File: src/rtl/serial_div_pkg.sv
// Shared definitions for the Wishbone iterative divider.
// Register offsets, CTRL/STATUS bit positions and FSM states.
package serial_div_pkg;

    localparam logic [2:0] ADR_DIVIDEND = 3'd0;
    localparam logic [2:0] ADR_DIVISOR  = 3'd1;
    localparam logic [2:0] ADR_QUOT     = 3'd2;
    localparam logic [2:0] ADR_REM      = 3'd3;
    localparam logic [2:0] ADR_CTRL     = 3'd4;
    localparam logic [2:0] ADR_STATUS   = 3'd5;

    localparam int CTRL_START  = 0;
    localparam int CTRL_SIGNED = 1;
    localparam int CTRL_DEBUG  = 2;
    localparam int CTRL_IE     = 3;

    localparam int ST_BUSY = 0;
    localparam int ST_DONE = 1;
    localparam int ST_DIV0 = 2;
    localparam int ST_OVF  = 3;

    typedef enum logic [1:0] {
        S_IDLE,
        S_PREP,
        S_CALC,
        S_FIX
    } state_t;

    typedef enum logic [1:0] {
        P_NORM,
        P_DIV0,
        P_OVF
    } path_t;

    // Byte-lane merge of a 32-bit write into an existing word.
    function automatic logic [31:0] byte_merge(
        input logic [31:0] old,
        input logic [31:0] dat,
        input logic [3:0]  sel
    );
        logic [31:0] m;
        for (int i = 0; i < 4; i++)
            m[8*i +: 8] = sel[i] ? dat[8*i +: 8] : old[8*i +: 8];
        return m;
    endfunction

endpackage

File: src/rtl/serial_divider_v2_div_core.sv
// Unsigned radix-2 restoring divider, one quotient bit per cycle.
// valid marks the final step; q/r then carry the finished result.
module div_core #(
    parameter int XLEN = 32
) (
    input  logic            clk_i,
    input  logic            reset_ni,
    input  logic            start,
    input  logic [XLEN-1:0] a,
    input  logic [XLEN-1:0] b,
    output logic [XLEN-1:0] q,
    output logic [XLEN-1:0] r,
    output logic            valid
);

    localparam int CW = $clog2(XLEN);

    logic            run;
    logic [CW-1:0]   cnt;
    logic [XLEN-1:0] quo_q;
    logic [XLEN-1:0] rem_q;
    logic [XLEN-1:0] b_q;
    logic [XLEN:0]   t;
    logic [XLEN:0]   diff;
    logic            ge;
    logic [XLEN-1:0] q_n;
    logic [XLEN-1:0] r_n;

    // Trial subtraction of the divisor from the shifted partial remainder.
    always_comb begin
        t    = {rem_q, quo_q[XLEN-1]};
        diff = t - {1'b0, b_q};
        ge   = !diff[XLEN];
        q_n  = {quo_q[XLEN-2:0], ge};
        r_n  = ge ? diff[XLEN-1:0] : t[XLEN-1:0];
    end

    assign q     = q_n;
    assign r     = r_n;
    assign valid = run && (cnt == '0);

    // Load operands on start, then shift one quotient bit in per cycle.
    always_ff @(posedge clk_i or negedge reset_ni) begin
        if (!reset_ni) begin
            run   <= 1'b0;
            cnt   <= '0;
            quo_q <= '0;
            rem_q <= '0;
            b_q   <= '0;
        end else if (start) begin
            run   <= 1'b1;
            cnt   <= CW'(XLEN - 1);
            quo_q <= a;
            rem_q <= '0;
            b_q   <= b;
        end else if (run) begin
            quo_q <= q_n;
            rem_q <= r_n;
            cnt   <= cnt - 1'b1;
            if (cnt == '0)
                run <= 1'b0;
        end
    end

endmodule

File: src/rtl/serial_divider_v2.sv
// Wishbone-slave iterative integer divider with signed mode,
// sticky status flags, interrupt and logic-analyser mirror.
module serial_divider_v2
    import serial_div_pkg::*;
#(
    parameter int WBW  = 32,
    parameter int XLEN = 32,
    parameter int LAW  = 4 * XLEN
) (
    input  logic             clk_i,
    input  logic             reset_ni,
    input  logic             wbs_stb_i,
    input  logic             wbs_cyc_i,
    input  logic             wbs_we_i,
    input  logic [WBW/8-1:0] wbs_sel_i,
    input  logic [WBW-1:0]   wbs_adr_i,
    input  logic [WBW-1:0]   wbs_dat_i,
    output logic             wbs_ack_o,
    output logic [WBW-1:0]   wbs_dat_o,
    output logic [LAW-1:0]   la_data_o,
    output logic             irq_o
);

    localparam logic [XLEN-1:0] MIN = {1'b1, {(XLEN-1){1'b0}}};

    state_t          state;
    path_t           path;
    logic [XLEN-1:0] dividend, divisor, quotient, remainder;
    logic [XLEN-1:0] uq, ur, abs_a, abs_b;
    logic [XLEN-1:0] core_q, core_r;
    logic            core_valid, core_start;
    logic            c_signed, c_debug, c_ie;
    logic            s_done, s_div0, s_ovf;
    logic            neg_q, neg_r, a_neg, b_neg;
    logic            div0_c, ovf_c;
    logic            acc, wr, rd, idle, start_req;
    logic [2:0]      adr;
    logic [WBW-1:0]  rdata;
    logic            unused_adr;

    function automatic logic [WBW-1:0] zext(input logic [XLEN-1:0] v);
        logic [WBW-1:0] e;
        e = '0;
        e[XLEN-1:0] = v;
        return e;
    endfunction

    function automatic logic [XLEN-1:0] lane(
        input logic [XLEN-1:0] old,
        input logic [WBW-1:0]  dat,
        input logic [3:0]      sel
    );
        logic [31:0] m;
        m = byte_merge(zext(old), dat, sel);
        return m[XLEN-1:0];
    endfunction

    assign adr        = wbs_adr_i[4:2];
    assign unused_adr = ^{wbs_adr_i[WBW-1:5], wbs_adr_i[1:0]};
    assign acc        = wbs_stb_i & wbs_cyc_i & ~wbs_ack_o;
    assign wr         = acc & wbs_we_i;
    assign rd         = acc & ~wbs_we_i;
    assign idle       = (state == S_IDLE);
    assign start_req  = wr && (adr == ADR_CTRL) && wbs_sel_i[0]
                        && wbs_dat_i[CTRL_START];

    assign a_neg  = c_signed & dividend[XLEN-1];
    assign b_neg  = c_signed & divisor[XLEN-1];
    assign abs_a  = a_neg ? -dividend : dividend;
    assign abs_b  = b_neg ? -divisor : divisor;
    assign div0_c = (divisor == '0);
    assign ovf_c  = c_signed && (dividend == MIN) && (divisor == '1);

    assign core_start = (state == S_PREP) && !div0_c && !ovf_c;

    assign la_data_o = {dividend, divisor, quotient, remainder};
    assign irq_o     = s_done & c_ie;

    div_core #(.XLEN(XLEN)) u_core (
        .clk_i    (clk_i),
        .reset_ni (reset_ni),
        .start    (core_start),
        .a        (abs_a),
        .b        (abs_b),
        .q        (core_q),
        .r        (core_r),
        .valid    (core_valid)
    );

    // Read-data mux; unmapped offsets return zero.
    always_comb begin
        rdata = '0;
        unique case (adr)
            ADR_DIVIDEND: rdata = zext(dividend);
            ADR_DIVISOR:  rdata = zext(divisor);
            ADR_QUOT:     rdata = zext(quotient);
            ADR_REM:      rdata = zext(remainder);
            ADR_CTRL: begin
                rdata[CTRL_SIGNED] = c_signed;
                rdata[CTRL_DEBUG]  = c_debug;
                rdata[CTRL_IE]     = c_ie;
            end
            ADR_STATUS: begin
                rdata[ST_BUSY] = !idle;
                rdata[ST_DONE] = s_done;
                rdata[ST_DIV0] = s_div0;
                rdata[ST_OVF]  = s_ovf;
            end
            default: rdata = '0;
        endcase
    end

    // Single-cycle acknowledge and registered read data.
    always_ff @(posedge clk_i or negedge reset_ni) begin
        if (!reset_ni) begin
            wbs_ack_o <= 1'b0;
            wbs_dat_o <= '0;
        end else begin
            wbs_ack_o <= acc;
            if (acc)
                wbs_dat_o <= rd ? rdata : '0;
        end
    end

    // Register writes and FSM; FSM updates come last so FIX beats a W1C.
    always_ff @(posedge clk_i or negedge reset_ni) begin
        if (!reset_ni) begin
            state     <= S_IDLE;
            path      <= P_NORM;
            dividend  <= '0;
            divisor   <= '0;
            quotient  <= '0;
            remainder <= '0;
            uq        <= '0;
            ur        <= '0;
            c_signed  <= 1'b0;
            c_debug   <= 1'b0;
            c_ie      <= 1'b0;
            s_done    <= 1'b0;
            s_div0    <= 1'b0;
            s_ovf     <= 1'b0;
            neg_q     <= 1'b0;
            neg_r     <= 1'b0;
        end else begin
            if (wr) begin
                unique case (adr)
                    ADR_DIVIDEND:
                        if (idle)
                            dividend <= lane(dividend, wbs_dat_i, wbs_sel_i);
                    ADR_DIVISOR:
                        if (idle)
                            divisor <= lane(divisor, wbs_dat_i, wbs_sel_i);
                    ADR_QUOT:
                        if (idle && c_debug)
                            quotient <= lane(quotient, wbs_dat_i, wbs_sel_i);
                    ADR_REM:
                        if (idle && c_debug)
                            remainder <= lane(remainder, wbs_dat_i, wbs_sel_i);
                    ADR_CTRL:
                        if (wbs_sel_i[0]) begin
                            if (idle)
                                c_signed <= wbs_dat_i[CTRL_SIGNED];
                            c_debug <= wbs_dat_i[CTRL_DEBUG];
                            c_ie    <= wbs_dat_i[CTRL_IE];
                        end
                    ADR_STATUS:
                        if (wbs_sel_i[0]) begin
                            if (wbs_dat_i[ST_DONE]) s_done <= 1'b0;
                            if (wbs_dat_i[ST_DIV0]) s_div0 <= 1'b0;
                            if (wbs_dat_i[ST_OVF])  s_ovf  <= 1'b0;
                        end
                    default: ;
                endcase
            end

            unique case (state)
                S_IDLE:
                    if (start_req)
                        state <= S_PREP;
                S_PREP: begin
                    s_done <= 1'b0;
                    s_div0 <= 1'b0;
                    s_ovf  <= 1'b0;
                    neg_q  <= a_neg ^ b_neg;
                    neg_r  <= a_neg;
                    if (div0_c) begin
                        path  <= P_DIV0;
                        state <= S_FIX;
                    end else if (ovf_c) begin
                        path  <= P_OVF;
                        state <= S_FIX;
                    end else begin
                        path  <= P_NORM;
                        state <= S_CALC;
                    end
                end
                S_CALC:
                    if (core_valid) begin
                        uq    <= core_q;
                        ur    <= core_r;
                        state <= S_FIX;
                    end
                S_FIX: begin
                    unique case (path)
                        P_DIV0: begin
                            quotient  <= '1;
                            remainder <= dividend;
                            s_div0    <= 1'b1;
                        end
                        P_OVF: begin
                            quotient  <= MIN;
                            remainder <= '0;
                            s_ovf     <= 1'b1;
                        end
                        default: begin
                            quotient  <= neg_q ? -uq : uq;
                            remainder <= neg_r ? -ur : ur;
                        end
                    endcase
                    s_done <= 1'b1;
                    state  <= S_IDLE;
                end
                default: state <= S_IDLE;
            endcase
        end
    end

endmodule

File: config.mk
export PLATFORM = sky130hd
export DESIGN_NAME = serial_divider_v2
export DESIGN_NICKNAME = d
export VERILOG_FILES = /design/src/rtl/serial_div_pkg.sv /design/src/rtl/serial_divider_v2_div_core.sv /design/src/rtl/serial_divider_v2.sv
export SDC_FILE = /design/constraint.sdc
export NUM_CORES = 1
export LEC_CHECK = 0
export BUFFER_PORTS_ARGS = -buffer_cell sky130_fd_sc_hd__buf_2
export CAP_MARGIN = 0
export CORE_MARGIN = 2
export CORE_UTILIZATION = 56
export DETAILED_ROUTE_END_ITERATION = 7
export PLACE_DENSITY = 0.78
export SYNTH_ARGS = -nofsm -noshare
export SYNTH_HDL_FRONTEND = slang
export SYNTH_SLANG_ARGS = --single-unit
File: constraint.sdc
create_clock -name clk_i -period 6.8 [get_ports clk_i]
set_clock_uncertainty 0.15 [all_clocks]
set_input_delay 0.68 -clock clk_i [delete_from_list [all_inputs] [get_ports clk_i]]
set_output_delay 0.68 -clock clk_i [all_outputs]
set_load 0.01 [all_outputs]
==> summary.md <==
| Metric | Value |
|---|---|
| Ys flop type | `dfrtp_1` |
| Status | `finished clean` |
| Place WS | `roughly 2200 ps` |
| Clock Pin Slew Worst Setup and Hold Paths | `about 70 ps` |
| Reg-to-reg setup timing slack | `between 2000 and 2500 ps` |
| Core Box Area | `about 34000 µm²` |
| All-layer global routing usage | `~34%` |
| Largest net degree at the start of global routing | `between 150 and 200` |
| Register area share after synthesis | `43.34%` |
| Crit-path max FO | `22` |
| CTS Buf Count | `36` |
| Netlist Area Pre-Place | `slightly below 20000 µm²` |
| Postcts setup bufs | `0` |
| Synth top area cells | `dfrtp_1 43%, nand2_1 6.7%, o21ai_0 5.1%` |
| Post-Synth Simple-Gate Area | `between 10% and 20%` |
| Max-slew violation count | `0` |
| Critical Path Sink | `u_core.rem_q[8]` |
| Worst Path Required | `between 7000 and 8000 ps` |
| Sw Pwr | `4462 µW` |
| Fin nets | `between 2000 and 2500` |
| Post-synth ARST share | `100.0%` |
| Area of the multi-input gates | `10310 µm²` |
| Gpl congestion | `0.9628` |
| Fillers | `2848` |
| Worst R2R Start | `u_core.quo_q[31]` |
| Endpoints failing setup | `0` |
| CTS H-Tree Depth | `2` |
| Arrival @ worst endpoint | `between 4000 and 5000 ps` |
| Worst slew pin tran | `1294 ps` |
| Worst r2r path cells | `13` |
| Sw frac | `roughly 44%` |
| Worst R2R End | `u_core.rem_q[8]` |
| Clock share of power | `20.7%` |
| Die area | `between 30000 and 40000 µm²` |
| Io pins | `between 200 and 250` |
| Syn. warnings | `0` |
| Post-synth cell types | `69` |
| Avg Vias per Cell | `about 6.4` |
| RSZ-0062 raised after global routing | `no` |
| Relative slew slack | `a little over an eighth` |
| Antenna violations before repair | `3` |
| Vias in the first global route | `about 17000` |
| Hold slack | `approximately 280 ps` |
| # rows | `68` |
| CTS tree | `yes` |
| Area growth from synthesis to layout | `12.85%` |
| Compound-Gate Fraction of Synth Area | `a little under 20%` |
| Xor/xnor share of the synthesized area | `about 6.6%` |
| Flops & latches, synth | `approximately 340` |
| Initial core utilization | `between 50 and 60%` |
| CP endpoint kind | `flop` |
| Drt pass-1 iters | `8` |
| Final Cycle Share | `69.76%` |
| Syn Inst Count | `roughly 2200` |
| Post-route minimum period | `4743 ps` |
| Logic pwr share | `49.0%` |
| Worst Setup Start Kind | `flop` |
| Number of synthesized flops with an enable pin | `0` |
| Final TNS setup | `0 ps` |
| Routed Antenna Nets | `0` |
| Die height | `approximately 190 µm` |
| Chip width | `about 190 µm` |
| Setup slack after layout | `roughly 2000 ps` |
| Post-route insts no fill | `2782` |
| Worst setup path category | `reg2reg` |
| Wirelength per Cell | `22.35 µm` |
| Final Instance Area | `between 20000 and 25000 µm²` |
| Cell Pwr Density | `roughly 460 nW/µm²` |
| MaxCap Viol Count | `0` |
| Placed instance area | `20810 µm²` |
| Max clock buf depth | `3` |
| Routed wire length | `62170 µm` |
| Syn_area_per_cell | `around 9 µm²` |
| Hold Path Class | `in2reg` |
| Adder-Cell Fraction of Synth Area | `2.979%` |
| Vias | `approximately 18000` |
| Inst Count DP | `2715` |
| Clk root buf | `clkbuf_16` |
| Leakage | `0.01083 µW` |
| IO Port Bufs | `between 200 and 250` |
| Net Count, Synth | `between 2000 and 2500` |
| Final Hold Fails | `0` |
| # clock sinks | `339` |
| Main combinational cell family by area after synthesis | `compound AO/OA/AOI/OAI gates` |
| Grt ovf | `0` |
| Peak VDD IR | `roughly 0.34 mV` |
| Post-synthesis mux area share | `7.652%` |
| Register cell area after layout | `around 8500 µm²` |
| Detailed Place HPWL | `44320 µm` |
| Fmax | `roughly 210 MHz` |
| Leading area contributor after synthesis | `dfrtp_1` |
| Area share of the largest cell type after synthesis | `between 40% and 50%` |
| DRC viols | `0` |
| Worst-skew pair later-pin latency | `530 ps` |
| Layout cells sized above 1 | `16.65%` |
| 1st-iter DRT viols | `1787` |
| Crit path from | `u_core.quo_q[31]` |
| Internal power | `5695 µW` |
| Sequential group share of total power | `30.3%` |
| First-pass GRT wire length | `between 90000 and 100000 µm` |
## stage by stage
stage	power [µW]	util, %
floorplan	6437	-
global route	10760	64.10
detailed placement	7922	60.40
finish	10160	64.10
global placement	7732	60.40
CTS	10050	64.09
## cell type report
cell class / count / share of cell area, %
flip-flops and latches: 339 / 38.42
diodes: 2 / 0.02266
clock inverters: 16 / 1.008
repair buffers: 224 / 5.404
clock buffers: 48 / 4.696
inverters: 70 / 1.190
well taps: 455 / 2.577
multi-input cells: 1628 / 46.68
## critical path: stages (launching register included)
cell      delay (ps)
dfrtp_1          390
inv_1            180
ha_1             230
fa_1             220
nand2b_1         140
a21oi_1          100
o211ai_1         310
a21oi_1          150
o31a_1           360
o31a_1           390
o211ai_1         830
buf_4            530
mux2i_1          430
a211oi_1         140
## cells by family (layout without fill, tap and decap cells)
group	Yosys count	in the layout
and+or+nand+nor	695	695
AOI/OAI and AO/OA	601	601
DFF	339	339
buffers and inverters	212	358
xor gates and xnor gates	147	147
muxes	139	139
adders and majority gates	46	46
other	0	2
## worst min-delay path by stage
stage | start | end | slack, ps | depth (start not counted)
global route | wbs_dat_i[6] | divisor[6] | 270 | 2
finish | wbs_dat_i[27] | divisor[27] | 280 | 2
CTS | wbs_dat_i[27] | divisor[27] | 270 | 2
detailed placement | wbs_dat_o[1] | wbs_dat_o[1] | 320 | 1
floorplan | reset_ni | c_debug | 230 | 0
global placement | wbs_dat_o[16] | wbs_dat_o[16] | 310 | 2
## layout by cell type (no fill, tap or decap), types with 36 or more instances in the layout
cell type / count
a221oi_1: 50
nor2_1: 154
a211oi_1: 36
xnor2_1: 90
mux2i_1: 63
mux2_2: 75
a21oi_1: 129
clkbuf_16: 37
ha_1: 43
nand2_1: 351
buf_2: 204
dfrtp_1: 338
xor2_1: 57
o31ai_1: 46
inv_1: 70
o21ai_0: 201
## power groups by stage
stage | Clock [µW] | Sequential (µW) | Combinational [µW]
finish | 2100 | 3070 | 4980
global route | 2200 | 3110 | 5440
CTS | 2110 | 3050 | 4890
detailed placement | 0 | 3080 | 4850
global placement | 0 | 3050 | 4680
floorplan | 0 | 2990 | 3450
## state kept, by name, indices dropped and copies added, names as in the netlist, 2 cells and up
name / count
dividend: 32
divisor: 32
quotient: 32
remainder: 32
u_core.b_q: 32
u_core.quo_q: 32
u_core.rem_q: 32
uq: 32
ur: 32
wbs_dat_o: 32
u_core.cnt: 5
path: 2
state: 2
## timing repair
item	in CTS	in global routing
hold buffers	1	0
gates resized for setup	0	0
endpoints found under the hold margin	11	0
## synth_stat cells, drive strengths merged (3+ instances only)
library cell	n
or3	20
nand3	16
o2111ai	4
o31a	3
clkbuf	126
nor2b	14
nand2	351
o31ai	48
a31oi	15
dfrtp	339
a21o	16
o22ai	6
o41ai	12
a21boi	5
nor3	36
or2	10
inv	70
or4	14
nand2b	21
nand4	14
o21bai	3
a22oi	5
xor2	57
o21a	6
and3	5
a221oi	50
nor2	156
o21ai	202
mux2	75
buf	16
xnor2	90
mux2i	63
and2	13
a311oi	5
nor4	15
nor4b	3
o211ai	8
a211oi	36
a22o	32
a21oi	129
ha	45
## per-layer routing
layer	global-route usage, %	wire (µm)
met2	52.97	28470
met3	6.738	5113
met5	0	0
met1	45.34	25560
met4	16.64	3038
Note: power is estimated with default switching activity, not from simulation.
